**src/rtl/hazard_ctrl.sv**
```systemverilog
// Stall/flush control for the RV32I 5-stage pipeline: load-use, branch flush,
// E-stage forwarding select and data-memory wait with a timeout FSM.
module hazard_ctrl #(
   parameter int unsigned MAX_WAIT = 16,
   parameter int unsigned WAIT_W   = 5,
   parameter int unsigned CNT_W    = 32
) (
   input  logic             clk,
   input  logic             reset_n,
   input  logic [4:0]       rs1_d,
   input  logic [4:0]       rs2_d,
   input  logic [4:0]       rs1_e,
   input  logic [4:0]       rs2_e,
   input  logic [4:0]       rd_e,
   input  logic [4:0]       rd_m,
   input  logic [4:0]       rd_w,
   input  logic             load_e,
   input  logic             reg_write_m,
   input  logic             reg_write_w,
   input  logic             pc_src_e,
   input  logic             dmem_req_m,
   input  logic             dmem_ready,
   input  logic             perf_clr,
   output logic             stall_f,
   output logic             stall_d,
   output logic             stall_e,
   output logic             stall_m,
   output logic             flush_d,
   output logic             flush_e,
   output logic             flush_w,
   output logic [1:0]       forward_a_e,
   output logic [1:0]       forward_b_e,
   output logic             mem_timeout,
   output logic [CNT_W-1:0] stall_cycles
);

   typedef enum logic [1:0] {RUN, WAIT, ERR} state_t;

   state_t            state, state_nxt;
   logic [WAIT_W-1:0] wait_cnt, wait_cnt_nxt;
   logic              last, mem_wait, lw_stall, any_stall;

   always_comb begin
      forward_a_e = 2'b00;
      if (reg_write_m && rd_m != 5'd0 && rd_m == rs1_e)
         forward_a_e = 2'b10;
      else if (reg_write_w && rd_w != 5'd0 && rd_w == rs1_e)
         forward_a_e = 2'b01;
   end

   always_comb begin
      forward_b_e = 2'b00;
      if (reg_write_m && rd_m != 5'd0 && rd_m == rs2_e)
         forward_b_e = 2'b10;
      else if (reg_write_w && rd_w != 5'd0 && rd_w == rs2_e)
         forward_b_e = 2'b01;
   end

   assign lw_stall = load_e && (rd_e != 5'd0) && ((rd_e == rs1_d) || (rd_e == rs2_d)) && !pc_src_e;

   // last: final waiting cycle; the stall drops here so exactly MAX_WAIT-1 cycles are held
   assign last     = (state == WAIT) && (wait_cnt == WAIT_W'(MAX_WAIT - 1)) && !dmem_ready;
   assign mem_wait = ((state == RUN) && dmem_req_m && !dmem_ready) ||
                     ((state == WAIT) && !dmem_ready && !last);

   always_ff @(posedge clk or negedge reset_n) begin
      if (!reset_n) begin
         state    <= RUN;
         wait_cnt <= '0;
      end else begin
         state    <= state_nxt;
         wait_cnt <= wait_cnt_nxt;
      end
   end

   always_comb begin
      state_nxt    = state;
      wait_cnt_nxt = wait_cnt;
      case (state)
         RUN: begin
            if (dmem_req_m && !dmem_ready) begin
               state_nxt    = WAIT;
               wait_cnt_nxt = WAIT_W'(1);
            end
         end
         WAIT: begin
            if (dmem_ready) begin
               state_nxt    = RUN;
               wait_cnt_nxt = '0;
            end else if (last) begin
               state_nxt    = ERR;
               wait_cnt_nxt = '0;
            end else begin
               wait_cnt_nxt = wait_cnt + WAIT_W'(1);
            end
         end
         ERR: begin
            state_nxt    = RUN;
            wait_cnt_nxt = '0;
         end
         default: begin
            state_nxt    = RUN;
            wait_cnt_nxt = '0;
         end
      endcase
   end

   always_comb begin
      stall_f     = 1'b0;
      stall_d     = 1'b0;
      stall_e     = 1'b0;
      stall_m     = 1'b0;
      flush_d     = 1'b0;
      flush_e     = 1'b0;
      flush_w     = (state == ERR);
      mem_timeout = (state == ERR);
      if (mem_wait) begin
         stall_f = 1'b1;
         stall_d = 1'b1;
         stall_e = 1'b1;
         stall_m = 1'b1;
         flush_w = 1'b1;
      end else if (pc_src_e) begin
         flush_d = 1'b1;
         flush_e = 1'b1;
      end else if (lw_stall && state != ERR) begin
         stall_f = 1'b1;
         stall_d = 1'b1;
         flush_e = 1'b1;
      end
   end

   assign any_stall = stall_f | stall_d | stall_e | stall_m;

   always_ff @(posedge clk or negedge reset_n) begin
      if (!reset_n)
         stall_cycles <= '0;
      else if (perf_clr)
         stall_cycles <= '0;
      else if (any_stall && !(&stall_cycles))
         stall_cycles <= stall_cycles + CNT_W'(1);
   end

endmodule

```
**config.mk**
```make
export PLATFORM = sky130hd
export DESIGN_NAME = hazard_ctrl
export DESIGN_NICKNAME = d
export VERILOG_FILES = /design/src/rtl/hazard_ctrl.sv
export SDC_FILE = /design/constraint.sdc
export NUM_CORES = 1
export LEC_CHECK = 0
export ABC_AREA = 1
export CAP_MARGIN = 0
export CORE_MARGIN = 1
export CORE_UTILIZATION = 65
export CTS_CLUSTER_DIAMETER = 100
export DETAILED_ROUTE_END_ITERATION = 10
export DONT_BUFFER_PORTS = 1
export PLACE_DENSITY = 0.81
export SLEW_MARGIN = 30
export SYNTH_ARGS = -nofsm -noshare
export SYNTH_HDL_FRONTEND = slang
export SYNTH_SLANG_ARGS = --single-unit
```
**constraint.sdc**
```tcl
create_clock -name clk -period 3.05 [get_ports clk]
set_input_delay 0.7625 -clock clk [delete_from_list [all_inputs] [get_ports clk]]
set_output_delay 0.7625 -clock clk [all_outputs]
set_load 0.02 [all_outputs]
```
==> impl_metrics.tcl, run 1 <==
set metrics [dict create \
    outcome "completed" \
    floorplan.rows 25 \
    clock_tree_from_tritoncts "built" \
    timing.final.crit_share 0.9403 \
    dp_cells 581 \
    yosys.area.top_type_share 0.2966 \
    via_per_inst 5.488 \
    grt_overflow 0 \
    powerDensity_mw_per_mm2 311.9 \
    floorplan.initialDensity 0.6876 \
    cp_cell_instances "ha_1, nand2_1, nor2_1, ha_1, inv_1, nand3_1, nand2_1, buf_4, a21oi_1" \
    critPathKind "reg -> out" \
    cts.hold.buffers_added 0 \
    critical_path.startpoint_type "flip-flop" \
    finish.utilization 0.7135 \
    clock_sinks 39 \
    fillCellCount 454 \
    cp_top_family "simple AND/OR/NAND/NOR gates" \
    asyncSetResetFlopFracSynth 1.000 \
    nets 568 \
    area_delta_synth_final_pct 3.764 \
    crit_fanout 6 \
    grt_first_pass_wirelength_um 13200 \
    timing.rr.start "wait_cnt[0]" \
    die_h_um 73.15 \
    netlist.top_cell.by_area "sky130_fd_sc_hd__dfrtp_1" \
    remaining_drc_errors 0 \
    synth_fp_nets 571 \
    synth_seq_cells 39 \
    timing.critical_path.required_ps 2290 \
    timing.critical_path.depth 9 \
    seqCellArea_sq_um 975.9 \
    instances_no_fill 588 \
    vdd_drop_max_mv 0.2591 \
    synth.yosys.seq_area_share 0.2966 \
    mostFrequentLayoutCells "sky130_fd_sc_hd__nand2_1 (169), sky130_fd_sc_hd__inv_1 (69), sky130_fd_sc_hd__nor2_1 (69)" \
    number_of_clock_buffers_inserted_by_tritoncts 5 \
    cts_setup_buffers 0 \
    critPathArrivalTime_ps 2110 \
    drv_cap 0 \
    synth.distinct_cells 29 \
    area_used_by_multi_input_combinational_logic_sq_mm 0.001939 \
    cp.buffers_inverters 2 \
    timing_worst_slew_pin_value_ps 777.6 \
    post-dp-hpwl_um 5992 \
    placed_area_sq_mm 0.003326 \
    min_period_ps 2868 \
    number_of_routed_nets_with_antenna_violations 0 \
    postSynthCellCount 524 \
    grt_setup_unrepaired "no" \
    synthTopCellsByArea "sky130_fd_sc_hd__dfrtp_1 (30%), sky130_fd_sc_hd__nand2_1 (19%), sky130_fd_sc_hd__nand3_1 (8.5%), sky130_fd_sc_hd__inv_1 (7.9%), sky130_fd_sc_hd__nor2_1 (7.9%)" \
    detailedRoute.firstPassIterationCount 4 \
    cts-resized-gates 0 \
    die-width_um 73.15 \
    yosys_warnings 0 \
    r2r_cells 13 \
    number_of_placed_i_o_pins 88 \
    p_leak_nw 1.770 \
    clock.fmax_mhz 348.7 \
    core_area_sq_mm 0.004786 \
    first_global_vias 3080 \
    postSynth.topFlopCell "sky130_fd_sc_hd__dfrtp_1" \
    cts.root.buffer_cell "sky130_fd_sc_hd__clkbuf_8" \
    grt_usage 0.3167 \
    timing.critical_path.slowest_cell_delay_ps 390 \
    totalNegativeSetupSlack_ps 0 \
    drive_gt1_frac 0.05374 \
    synth_area_per_cell_sq_um 6.280 \
    antenna_cells_inserted 0 \
    timing_hold_violations_final 0 \
    final_common_cell "sky130_fd_sc_hd__nand2_1" \
    syn_area_sq_mm 0.003291 \
    ctsLongestPathBuffers 2 \
    max_slew_margin 0.4816 \
    pin_count_of_the_biggest_net_entering_global_routing 65 \
    initial_antenna_violation_count 0 \
    timing.final.setup_violations 0 \
    source_to_sink_clock_delay_at_the_later_pin_of_the_worst_skew_pair_ps 300 \
    routed_wirelength_um 7780 \
    routed_wire_length_per_instance_um 13.23 \
    cts.clk_slew.worst_paths_ps 80 \
    stdcell_area_sq_mm 0.003415 \
    worst_path_max_delay_cell "sky130_fd_sc_hd__dfrtp_1" \
    timing.critical_path.to_type "output port" \
    startpoint "wait_cnt[0]" \
    overall_die_area_sq_mm 0.005351 \
    synth-edff-count 0 \
    final-max-slew-violation-count 0 \
    clock_skew_ps 7.977 \
    first_iter_violations 143 \
    routed-via-count 3227 \
    worst_min_delay_path_category "in -> async" \
    gp_congestion 0.9687 \
    cts_max_level 2 \
    port_buffers 0 \
]
-- flip-flops by register name (all words and copies together), names as in the netlist --
| name | cells |
|---|---|
| stall_cycles | 32 |
| wait_cnt | 5 |
| state | 2 |
-- synth_stat cells, types with 3 or more instances --
master and instances:
sky130_fd_sc_hd__nor2_1 69, sky130_fd_sc_hd__inv_2 4, sky130_fd_sc_hd__dfrtp_1 39, sky130_fd_sc_hd__buf_6 3, sky130_fd_sc_hd__ha_1 3, sky130_fd_sc_hd__nor3_1 3
sky130_fd_sc_hd__clkbuf_1 3, sky130_fd_sc_hd__nand4_1 34, sky130_fd_sc_hd__nand3_1 56, sky130_fd_sc_hd__buf_2 6, sky130_fd_sc_hd__xor2_1 16, sky130_fd_sc_hd__nor4_1 4
sky130_fd_sc_hd__inv_1 69, sky130_fd_sc_hd__nor2_2 3, sky130_fd_sc_hd__buf_1 3, sky130_fd_sc_hd__xnor2_1 21, sky130_fd_sc_hd__nand2_1 169
-- report_power, final --
part	internal, mW	leakage (nW)	switching [mW]
combinational	0.0545	1.18	0.108
sequential	0.529	0.540	0.0168
clock	0.177	0.0470	0.179
total	0.761	1.77	0.304
-- stage by stage --
step	power [mW]	hold slack (ps)	setup slack, ps
2_1_floorplan	0.7000	466.9	297.5
5_1_grt	1.115	138.4	1.707
6_report	1.065	151.1	182.1
4_1_cts	1.074	144.5	183.1
3_3_place_gp	0.7114	467.6	558.8
3_5_place_dp	0.7185	467.6	503.2
-- area by class of cell --
| class | instances | share of cell area |
|---|---|---|
| Clock buffer | 6 | 0.02418 |
| Clock inverter | 1 | 0.001466 |
| Inverter | 73 | 0.08062 |
| Multi-Input combinational cell | 395 | 0.5680 |
| Sequential cell | 39 | 0.2858 |
| Tap cell | 67 | 0.02455 |
| Timing Repair Buffer | 7 | 0.01539 |
-- metal layers --
layer	up-vias	GRT usage	wire length [um]
li1	1646	-	-
met1	1467	0.3842	3333
met2	97	0.5535	3770
met3	17	0.05801	474
met4	0	0.1242	202
met5	-	0	0
-- worst reg2reg max path, cell delays in order, from the launching register on --
cell and delay (ps):
sky130_fd_sc_hd__dfrtp_1 410, sky130_fd_sc_hd__ha_1 220, sky130_fd_sc_hd__nand2_1 90, sky130_fd_sc_hd__nor2_1 50
sky130_fd_sc_hd__ha_1 170, sky130_fd_sc_hd__inv_1 70, sky130_fd_sc_hd__nand3_1 180, sky130_fd_sc_hd__nand2_1 150
sky130_fd_sc_hd__inv_2 50, sky130_fd_sc_hd__nand2_2 220, sky130_fd_sc_hd__buf_4 280, sky130_fd_sc_hd__nand2_4 240
sky130_fd_sc_hd__nand3_1 160, sky130_fd_sc_hd__nand2_1 80
-- cells by family (layout without fill, tap and decap cells) --
group / count (synthesis) / count (layout) / share of synthesized area
xor gates and xnor gates: 37 / 37 / 0.09848
DFF: 39 / 39 / 0.2966
buffers and inverters: 90 / 87 / 0.1141
AOI/OAI and AO/OA: 10 / 10 / 0.02015
adders and majority gates: 3 / 3 / 0.01141
and+or+nand+nor: 345 / 345 / 0.4593
-- final timing paths --
path / endpoint / slack, ps
min in group clk: wait_cnt[2] / 550
worst max register to register: stall_cycles[4] / 570
max in group asynchronous: stall_cycles[15] / 2810
worst min register to register: wait_cnt[2] / 550
worst min-delay path: stall_cycles[8] / 150
worst max-delay path: flush_e / 180
(Power assumes the default switching activity.)
==> run 2, diff against run 1 <==
--- a/config.mk
+++ b/config.mk
@@ -9,10 +9,9 @@
 export CAP_MARGIN = 0
 export CORE_MARGIN = 1
 export CORE_UTILIZATION = 65
-export CTS_CLUSTER_DIAMETER = 100
 export DETAILED_ROUTE_END_ITERATION = 10
 export DONT_BUFFER_PORTS = 1
-export PLACE_DENSITY = 0.81
+export PLACE_DENSITY_LB_ADDON = 0.05
 export SLEW_MARGIN = 30
 export SYNTH_ARGS = -nofsm -noshare
 export SYNTH_HDL_FRONTEND = slang
==> run 2 against run 1 <==
Effect of this change: critical path depth is 1 lower; sequential power is essentially flat; clock skew rose by 3.1 ps; largest cell class unchanged; highest routed layer unchanged.
==> impl_metrics.tcl, run 2 (synthesis results as in run 1) <==
set metrics [dict create \
    ctsLongestPathBuffers 2 \
    totalNegativeSetupSlack_ps 0 \
    p_clk_frac 0.352 \
    grt_first_pass_wirelength_um 13430 \
    initial_antenna_violation_count 0 \
    largest_register_ffs 32 \
    worst_min_delay_path_category "in -> async" \
    grt_usage 0.3252 \
    ff2ff_setup_slack_ps 530 \
    timing.final.setup_violations 0 \
    power.share.combinational 0.149 \
    timing.critical_path.to_type "output port" \
    switching_share 0.2791 \
    min_period_ps 2719 \
    overall_die_area_sq_mm 0.005351 \
    floorplan.initialDensity 0.6876 \
    detailedRoute.firstPassIterationCount 4 \
    routed-via-count 3257 \
    fillCellCount 469 \
    source_to_sink_clock_delay_at_the_later_pin_of_the_worst_skew_pair_ps 290 \
    routed_wire_length_per_instance_um 13.92 \
    cts-resized-gates 0 \
    p_leak_nw 1.774 \
    die_h_um 73.15 \
    gp_congestion 0.9322 \
    post-dp-hpwl_um 6219 \
    area_delta_synth_final_pct 4.145 \
    cts.clk_slew.worst_paths_ps 80 \
    drive_gt1_frac 0.05364 \
    clock_tree_from_tritoncts "built" \
    critical_path.startpoint_type "flip-flop" \
    place_ws_ps 542.5 \
    clock.fmax_mhz 367.8 \
    die-width_um 73.15 \
    antenna_cells_inserted 0 \
    outcome "completed" \
    vdd_drop_max_mv 0.1702 \
    cts_max_level 2 \
    clock_skew_ps 11.05 \
    routed_wirelength_um 8198 \
    remaining_drc_errors 0 \
    largest_registers "stall_cycles: 32 flops, wait_cnt: 5 flops, state: 2 flops" \
    drv_cap 0 \
    cts.root.buffer_cell "sky130_fd_sc_hd__clkbuf_8" \
    first_global_vias 2985 \
    mostFrequentLayoutCells "sky130_fd_sc_hd__nand2_1 (169), sky130_fd_sc_hd__inv_1 (69), sky130_fd_sc_hd__nor2_1 (69)" \
    pin_count_of_the_biggest_net_entering_global_routing 65 \
    grt_overflow 0 \
    max_slew_margin 0.4616 \
    power.net_switching_mw 0.3058 \
    via_per_inst 5.530 \
    number_of_routed_nets_with_antenna_violations 0 \
    cts.hold.buffers_added 0 \
    number_of_placed_i_o_pins 88 \
    r2r_cells 13 \
    floorplan.rows 25 \
    intPower_mw 0.7897 \
    number_of_clock_buffers_inserted_by_tritoncts 5 \
    critPathArrivalTime_ps 1960 \
    final-max-slew-violation-count 0 \
    timing_hold_violations_final 0 \
    grt_setup_unrepaired "no" \
    power.sequential.fraction 0.499 \
    powerDensity_mw_per_mm2 319.7 \
    first_iter_violations 131 \
    biggest_register "stall_cycles" \
    timing_worst_slew_pin_value_ps 807.6 \
    worst_reg2reg_path_endpoint "stall_cycles[28]" \
    timing.critical_path.required_ps 2290 \
    final_common_cell "sky130_fd_sc_hd__nand2_1" \
    port_buffers 0 \
    timing.final.ws_setup_ps 331.4 \
    core_area_sq_mm 0.004786 \
    nets 568 \
    cts_setup_buffers 0 \
    crit_fanout 6 \
    timing.rr.start "wait_cnt[0]" \
    timing.final.crit_share 0.8914 \
    clock_sinks 39 \
    critPathKind "reg -> out" \
]
[run 2: changes by cell type in the layout (fill, tap and decap cells not counted)]
cell	delta
sky130_fd_sc_hd__clkbuf_1	+1
sky130_fd_sc_hd__clkbuf_8	+1
sky130_fd_sc_hd__clkinv_2	-1
[run 2: cell type report]
type / count / area (sq um) / area share
inverter: 73 / 275.3 / 0.08032
clock buffer: 8 / 100.1 / 0.02921
sequential: 39 / 975.9 / 0.2848
timing repair buffer: 7 / 52.55 / 0.01533
multi-input combinational: 395 / 1939 / 0.5659
tap: 67 / 83.83 / 0.02446
[run 2: worst max-delay path by stage]
| stage | startpoint | end | slack (ps) | cells after the start |
|---|---|---|---|---|
| finish | wait_cnt[0] | flush_e | 330 | 8 |
| global route | wait_cnt[0] | flush_e | 140 | 8 |
| CTS | wait_cnt[0] | flush_e | 320 | 8 |
| detailed placement | wait_cnt[0] | stall_cycles[0] | 540 | 13 |
| global placement | rd_m[2] | forward_b_e[0] | 640 | 6 |
| floorplan | wait_cnt[0] | stall_f | 300 | 11 |
[run 2: metrics by stage]
| stage | hold WS, ps | utilization | std cells | instance area (sq um) | total power [mW] |
|---|---|---|---|---|---|
| 2_1_floorplan | 466.9 | - | 524 | 3291 | 0.7000 |
| 3_3_place_gp | 468.6 | 0.6949 | 581 | 3326 | 0.7119 |
| 3_5_place_dp | 468.2 | 0.6949 | 581 | 3326 | 0.7198 |
| 4_1_cts | 150.6 | 0.7158 | 589 | 3426 | 1.101 |
| 5_1_grt | 141.4 | 0.7161 | 589 | 3427 | 1.141 |
| 6_report | 156.1 | 0.7161 | 589 | 3427 | 1.096 |
[run 2: worst max-delay path, cell delays in order, from the launching register on]
cell and delay, ps:
sky130_fd_sc_hd__dfrtp_1 390, sky130_fd_sc_hd__ha_1 180, sky130_fd_sc_hd__nand2_1 70, sky130_fd_sc_hd__nor2_1 90
sky130_fd_sc_hd__ha_1 140, sky130_fd_sc_hd__inv_1 50, sky130_fd_sc_hd__nand3_1 180, sky130_fd_sc_hd__nand2_1 160
sky130_fd_sc_hd__a21oi_1 420
[run 2: per-layer routing]
metal | global-route usage | wire [um] | vias to the layer above
met5 | 0 | 0 | -
met4 | 0.1024 | 138 | 0
met3 | 0.07182 | 597 | 15
met2 | 0.5885 | 4085 | 111
met1 | 0.3795 | 3377 | 1484
li1 | - | - | 1647
[run 2: power groups by stage]
stage          sequential (mW)  clock, mW  combinational [mW]
2_1_floorplan            0.553          0               0.147
3_3_place_gp             0.555          0               0.157
3_5_place_dp             0.557          0               0.163
4_1_cts                  0.546      0.390               0.164
5_1_grt                  0.548      0.409               0.183
6_report                 0.546      0.386               0.163
